**src/rtl/press_classifier.sv**
```systemverilog
// Classifies debounced button gestures into short, long and double presses,
// emitting a single-cycle tick per gesture from one shared cycle counter.
module press_classifier #(
  parameter int unsigned W          = 26,
  parameter int unsigned LONG_LIMIT = 50_000_000,
  parameter int unsigned GAP_LIMIT  = 15_000_000
) (
  input  logic clk,
  input  logic reset,
  input  logic level,
  output logic short_tick,
  output logic long_tick,
  output logic double_tick,
  output logic busy
);

  typedef enum logic [2:0] {
    IDLE,
    PRESS1,
    LONG_HELD,
    GAP,
    PRESS2
  } state_e;

  localparam logic [W-1:0] LONG_LAST = W'(LONG_LIMIT - 1);
  localparam logic [W-1:0] GAP_LAST  = W'(GAP_LIMIT - 1);
  localparam logic [W-1:0] CNT_ONE   = W'(1);

  state_e         state_q, state_d;
  logic [W-1:0]   cnt_q, cnt_d;

  always_comb begin
    state_d     = state_q;
    cnt_d       = cnt_q;
    short_tick  = 1'b0;
    long_tick   = 1'b0;
    double_tick = 1'b0;

    case (state_q)
      IDLE: begin
        if (level) begin
          state_d = PRESS1;
          cnt_d   = '0;
        end
      end
      PRESS1: begin
        if (level) begin
          if (cnt_q == LONG_LAST) begin
            long_tick = 1'b1;
            state_d   = LONG_HELD;
          end else begin
            cnt_d = cnt_q + CNT_ONE;
          end
        end else begin
          state_d = GAP;
          cnt_d   = '0;
        end
      end
      LONG_HELD: begin
        if (!level) state_d = IDLE;
      end
      GAP: begin
        // A returning press wins over an expiring gap in the same cycle.
        if (level) begin
          double_tick = 1'b1;
          state_d     = PRESS2;
        end else if (cnt_q == GAP_LAST) begin
          short_tick = 1'b1;
          state_d    = IDLE;
        end else begin
          cnt_d = cnt_q + CNT_ONE;
        end
      end
      PRESS2: begin
        if (!level) state_d = IDLE;
      end
      default: state_d = IDLE;
    endcase

    // Ticks stay combinational during reset; only the state is forced.
    if (reset) begin
      state_d = IDLE;
      cnt_d   = '0;
    end
  end

  always_ff @(posedge clk) begin
    state_q <= state_d;
    cnt_q   <= cnt_d;
  end

  assign busy = (state_q != IDLE);

endmodule

```
**config.mk**
```make
export PLATFORM = sky130hd
export DESIGN_NAME = press_classifier
export DESIGN_NICKNAME = d
export VERILOG_FILES = /design/src/rtl/press_classifier.sv
export SDC_FILE = /design/constraint.sdc
export NUM_CORES = 1
export LEC_CHECK = 0
export ABC_CLOCK_PERIOD_IN_PS = 2100
export BUFFER_PORTS_ARGS = -buffer_cell sky130_fd_sc_hd__buf_2
export CORE_MARGIN = 2
export CORE_UTILIZATION = 55
export CTS_CLUSTER_DIAMETER = 120
export DETAILED_ROUTE_END_ITERATION = 12
export PLACE_DENSITY = 0.75
export SYNTH_ARGS = -nofsm -noshare
export SYNTH_HDL_FRONTEND = slang
export SYNTH_SLANG_ARGS = --single-unit
```
**constraint.sdc**
```tcl
create_clock -name clk -period 2.1 [get_ports clk]
set_input_delay 0.525 -clock clk [delete_from_list [all_inputs] [get_ports clk]]
set_output_delay 0.525 -clock clk [all_outputs]
set_load 0.02 [all_outputs]
```
# --- Word level (Yosys, flattened, before mapping) ---
# Cells that the tools add are included.
totals:
  regBits: 29
  latchBits: 0
  ram_bits: 0
  mem_bits_ro: 0
  output_inout_bits: 4
  n_memories: 0
op_classes:
  addsub: 1
  n_mul: 0
  div: 0
  order_cmp: 0
  eq_ne: 13
  shifts: 0
  n_mux: 21
  bitwise: 0
  reduce_logical: 6
op_table:
  columns: ["operator", "count"]
  rows:
  - ["2-to-1 mux 26 bit", 5]
  - ["one-hot mux 26 bit (3 select lines)", 1]
  - ["adder 26 x 1 -> 26 bit (second input constant)", 1]
  - ["== test 26 x 24 -> 1 bit (second input constant)", 1]
  - ["== test 26 bit (second input constant)", 1]
  - ["2-to-1 mux 3 bit", 6]
  - ["one-hot mux 3 bit (4 select lines)", 1]
  - ["!= test 3 bit (second input constant)", 3]
  - ["2-to-1 mux 1 bit", 8]
  - ["!= test 2 bit (second input constant)", 4]
  - ["== test 3 x 2 -> 1 bit (second input constant)", 2]
  - ["nonzero test 3 bit", 2]
  - ["AND reduction 5 bit", 1]
  - ["AND reduction 4 bit", 1]
  - ["== test 3 x 1 -> 1 bit (second input constant)", 1]
  - ["== test 3 bit (second input constant)", 1]
  - ["logical NOT 3 bit", 1]
  - ["OR reduction 2 bit", 1]

# --- Depth between registers and ports, before layout ---
logic_depth:
  ltp_word: 4
  mapped_depth: 8
  mapped_depth_nobuf: 7

# --- Least setup slack after synthesis ---
# OpenSTA, ideal clock, no wires.
synth_path:
  kind: "register to output"
  from: "register cnt_q[21]"
  to: "output port short_tick"
  arrival_ns: 2.051
  setup_slack_ns: -0.476
  stages_incl_launch_ff: 6
  path_cell_list: "dfxtp_1 > buf_4 > or4b_4 > nor4_1 > and3_1 > nor4b_1"
synth_via:
  elab_chain_cells: 4
synth_lines:
  columns: ["element", "line", "rtl"]
  rows:
  - ["from (decl)", "30", "logic [W-1:0] cnt_q, cnt_d;"]
  - ["from (signal assigned)", "89", "cnt_q <= cnt_d;"]
  - ["== test 26 x 24 -> 1 bit", "67", "end else if (cnt_q == GAP_LAST) begin"]
  - ["2-to-1 mux 1 bit", "67", null]
  - ["2-to-1 mux 1 bit", "64", "if (level) begin"]
  - ["2-to-1 mux 1 bit", "39", "case (state_q)"]
  - ["to (decl)", "11", "output logic short_tick,"]
# Every way passes these cells.

# --- Worst setup path in the final report ---
layout_path:
  from: "register cnt_q[25]"
  to: "output port short_tick"
# The elaborated chain is that of the path after synthesis.

==> flow_summary.yaml <==
outcome:
  status: "complete, but fails checks"
  violations: "negative setup slack"
setup_path:
  reg2reg_depth: 9
  path_cells: "or4b_4 -> nor4_2 -> and3_1 -> nor4b_4 -> buf_4"
  crit_path_top_delay_cell: "or4b_4"
  path_class: "flop to output pin"
  required_ps: 1570
  path_delay_family: "simple AND/OR/NAND/NOR gates"
  crit_fanout: 2
  rr_startpoint: "cnt_q[14]"
  path_buf_inv: 1
  critPathCaptureType: "output pin"
  r2r_slack_ps: -140
  worst_setup_path_start_kind: "flop"
  rr_endpoint: "cnt_q[16]"
  crit_path_max_incr_delay_ps: 540
  arrival_ps: 2060
route:
  drt_iter0_markers: 428
  wire_per_inst_um: 20.3
  remaining_drc_errors: 0
  viasPerCell: 6.95
  dr.pass1.iters: 8
  drtAntennaViolNets: 0
  finalWirelength_um: 6390
  routed-via-count: 2190
cts:
  cts_root_buffer: "clkbuf_4"
  cts_buffers: 5
  htree_levels: 2
  max-clock-path-buffers: 2
  insertion_delay_ps: 340
  cts.sinks: 29
  clk_pin_slew_ps: 100
  cts_tree: "yes"
global_routing:
  grt_pass1_vias: 1798
  grt_pass1_wl_um: 8560
  antenna_found_initial: 0
  track_usage_pct: 32.6
  grt_max_degree: 16
  grt_overflow_total: 0
cells_and_area:
  drive_above_1_share_pct: 39.9
  fillers: 182
  seqCellArea_sq_um: 589
  layout_common_cells: "34 x buf_4, 27 x nor2_1, 22 x dfxtp_1, 16 x nand2_1, 13 x a31oi_1"
  syn2layout_area_growth_pct: 39.1
  mostFrequentLayoutCell: "buf_4"
  diodes: 0
  multi_input_area_sq_um: 1270
  nets: 274
worst_hold_path:
  hold_end: "state_q[0]"
  hp-start: "reset"
  whs_path_depth: 2
  hold_path.class: "input port to flop"
yosys:
  yosysUniqueCellTypes: 49
  netlist_top_cells_area: "dfxtp_1 33%, nor2_1 6.0%, o21ai_1 6.0%, a31oi_1 5.0%, nand2_1 3.9%"
  yosys_most_used_dff: "dfxtp_1"
  synth_seq_cells: 29
  yosysTopAreaCell: "dfxtp_1"
  synth_enable_flop_cells: 0
  async_flop_share_pct: 0
  yosys_warnings: 0
  synthesis.area_sq_um: 1740
  avgSynthCellArea_sq_um: 7.64
  synth_seq_area_share_pct: 33.3
  synthesis.nets: 232
  synthDominantCellAreaShare_pct: 33.3
  netlist_instances: 228
floorplanning:
  die_y_um: 60.3
  die_area_sq_um: 3630
  start_util_pct: 57.5
  rows: 20
  num_io_pins: 7
  core-area_sq_um: 3030
  die_width_um: 60.3
sta:
  hold_ws_ps: 474
  worst_slack_ps: -487
  fin_crit_sh_pct: 123
  grt_setup_unrepaired: "yes"
  slew_headroom_pct: 73.9
  tightest_slew_ps: 386
  skew_ps: 5.48
  drv_slew: 0
  setup_viol: 27
  period_needed_ps: 2590
  max_freq_ghz: 0.387
  hold_viol_final: 0
power_and_ir_drop:
  power.density_nw_per_um2: 463
  p_leak_nw: 0.882
  design_power_total_w: 0.00112
  vdd_drop_max_mv: 0.400
place:
  hpwl_um: 3540
  finalWeightedCongestion: 0.925
  io_buffers: 6
run:
  max_cap_violations: 0
==> what timing repair did <==
action | 4_1_cts | 5_1_grt
gates cloned | 3 | 1
buffers inserted | 3 | 2
hold buffers | 0 | 0
gates resized for setup | 25 | 30
pin swaps | 18 | 13
setup endpoints to repair | 11 | 28
==> layer usage <==
layer	GRT usage, %	vias to the layer above	routed length, um
met2	52.6	183	2890
li1	-	947	-
met1	40.8	1008	2330
met3	8.01	52	709
met5	0	-	0
met4	14.6	0	464
==> per-stage QoR <==
| step | worst slack (ps) | setup TNS, ps | instances | utilization (%) | cell area, sq um |
|---|---|---|---|---|---|
| global route | -543 | -3750 | 315 | 80.0 | 2420 |
| detailed placement | -112 | -215 | 299 | 67.8 | 2050 |
| global placement | -76.6 | -86.6 | 299 | 67.8 | 2050 |
| floorplan | -9.13 | -9.13 | 228 | - | 1760 |
| finish | -487 | -2900 | 315 | 80.0 | 2420 |
| CTS | -466 | -3200 | 313 | 75.6 | 2290 |
==> cell usage after synthesis, drive strengths merged, types with 5 or more instances <==
cell type  count
a21oi         16
a31oi         15
buf            5
clkbuf         8
dfxtp         29
nand2         18
nand3         12
nand4          9
nor2          30
nor3           8
o21ai         30
o31ai          6
==> kinds of logic after synthesis <==
kind of cell,after synthesis,share of synthesized area [%]
fa+ha+maj,1,0.718
compound gates,77,27.9
buf+inv,16,5.03
flops,29,33.3
simple gates,105,33.0
==> area by class of cell <==
cell class              instances  share of cell area, %
clock buffers                   5                   1.55
clock inverters                 3                  0.723
inverters                       3                  0.465
multi-input cells             183                   52.4
flip-flops and latches         29                   24.3
well taps                      44                   2.27
repair buffers                 48                   18.3
==> power by group <==
group          internal, W  switching, W
logic            0.0000943      0.000122
clock network     0.000126      0.000211
registers         0.000555     0.0000124
==> registers in the layout, summed over array words and instances, names as in the netlist <==
signal   cells
state_q      3
cnt_q       26
==> worst max path at each step <==
stage | from | cells after the start | to | slack, ps
final | cnt_q[25] | 5 | short_tick | -490
after global routing | cnt_q[25] | 5 | short_tick | -540
after detailed placement | cnt_q[25] | 5 | short_tick | -110
after global placement | cnt_q[25] | 5 | short_tick | -80
after floorplan | cnt_q[25] | 4 | short_tick | -9
after CTS | cnt_q[25] | 5 | short_tick | -470
(Power assumes the default switching activity.)
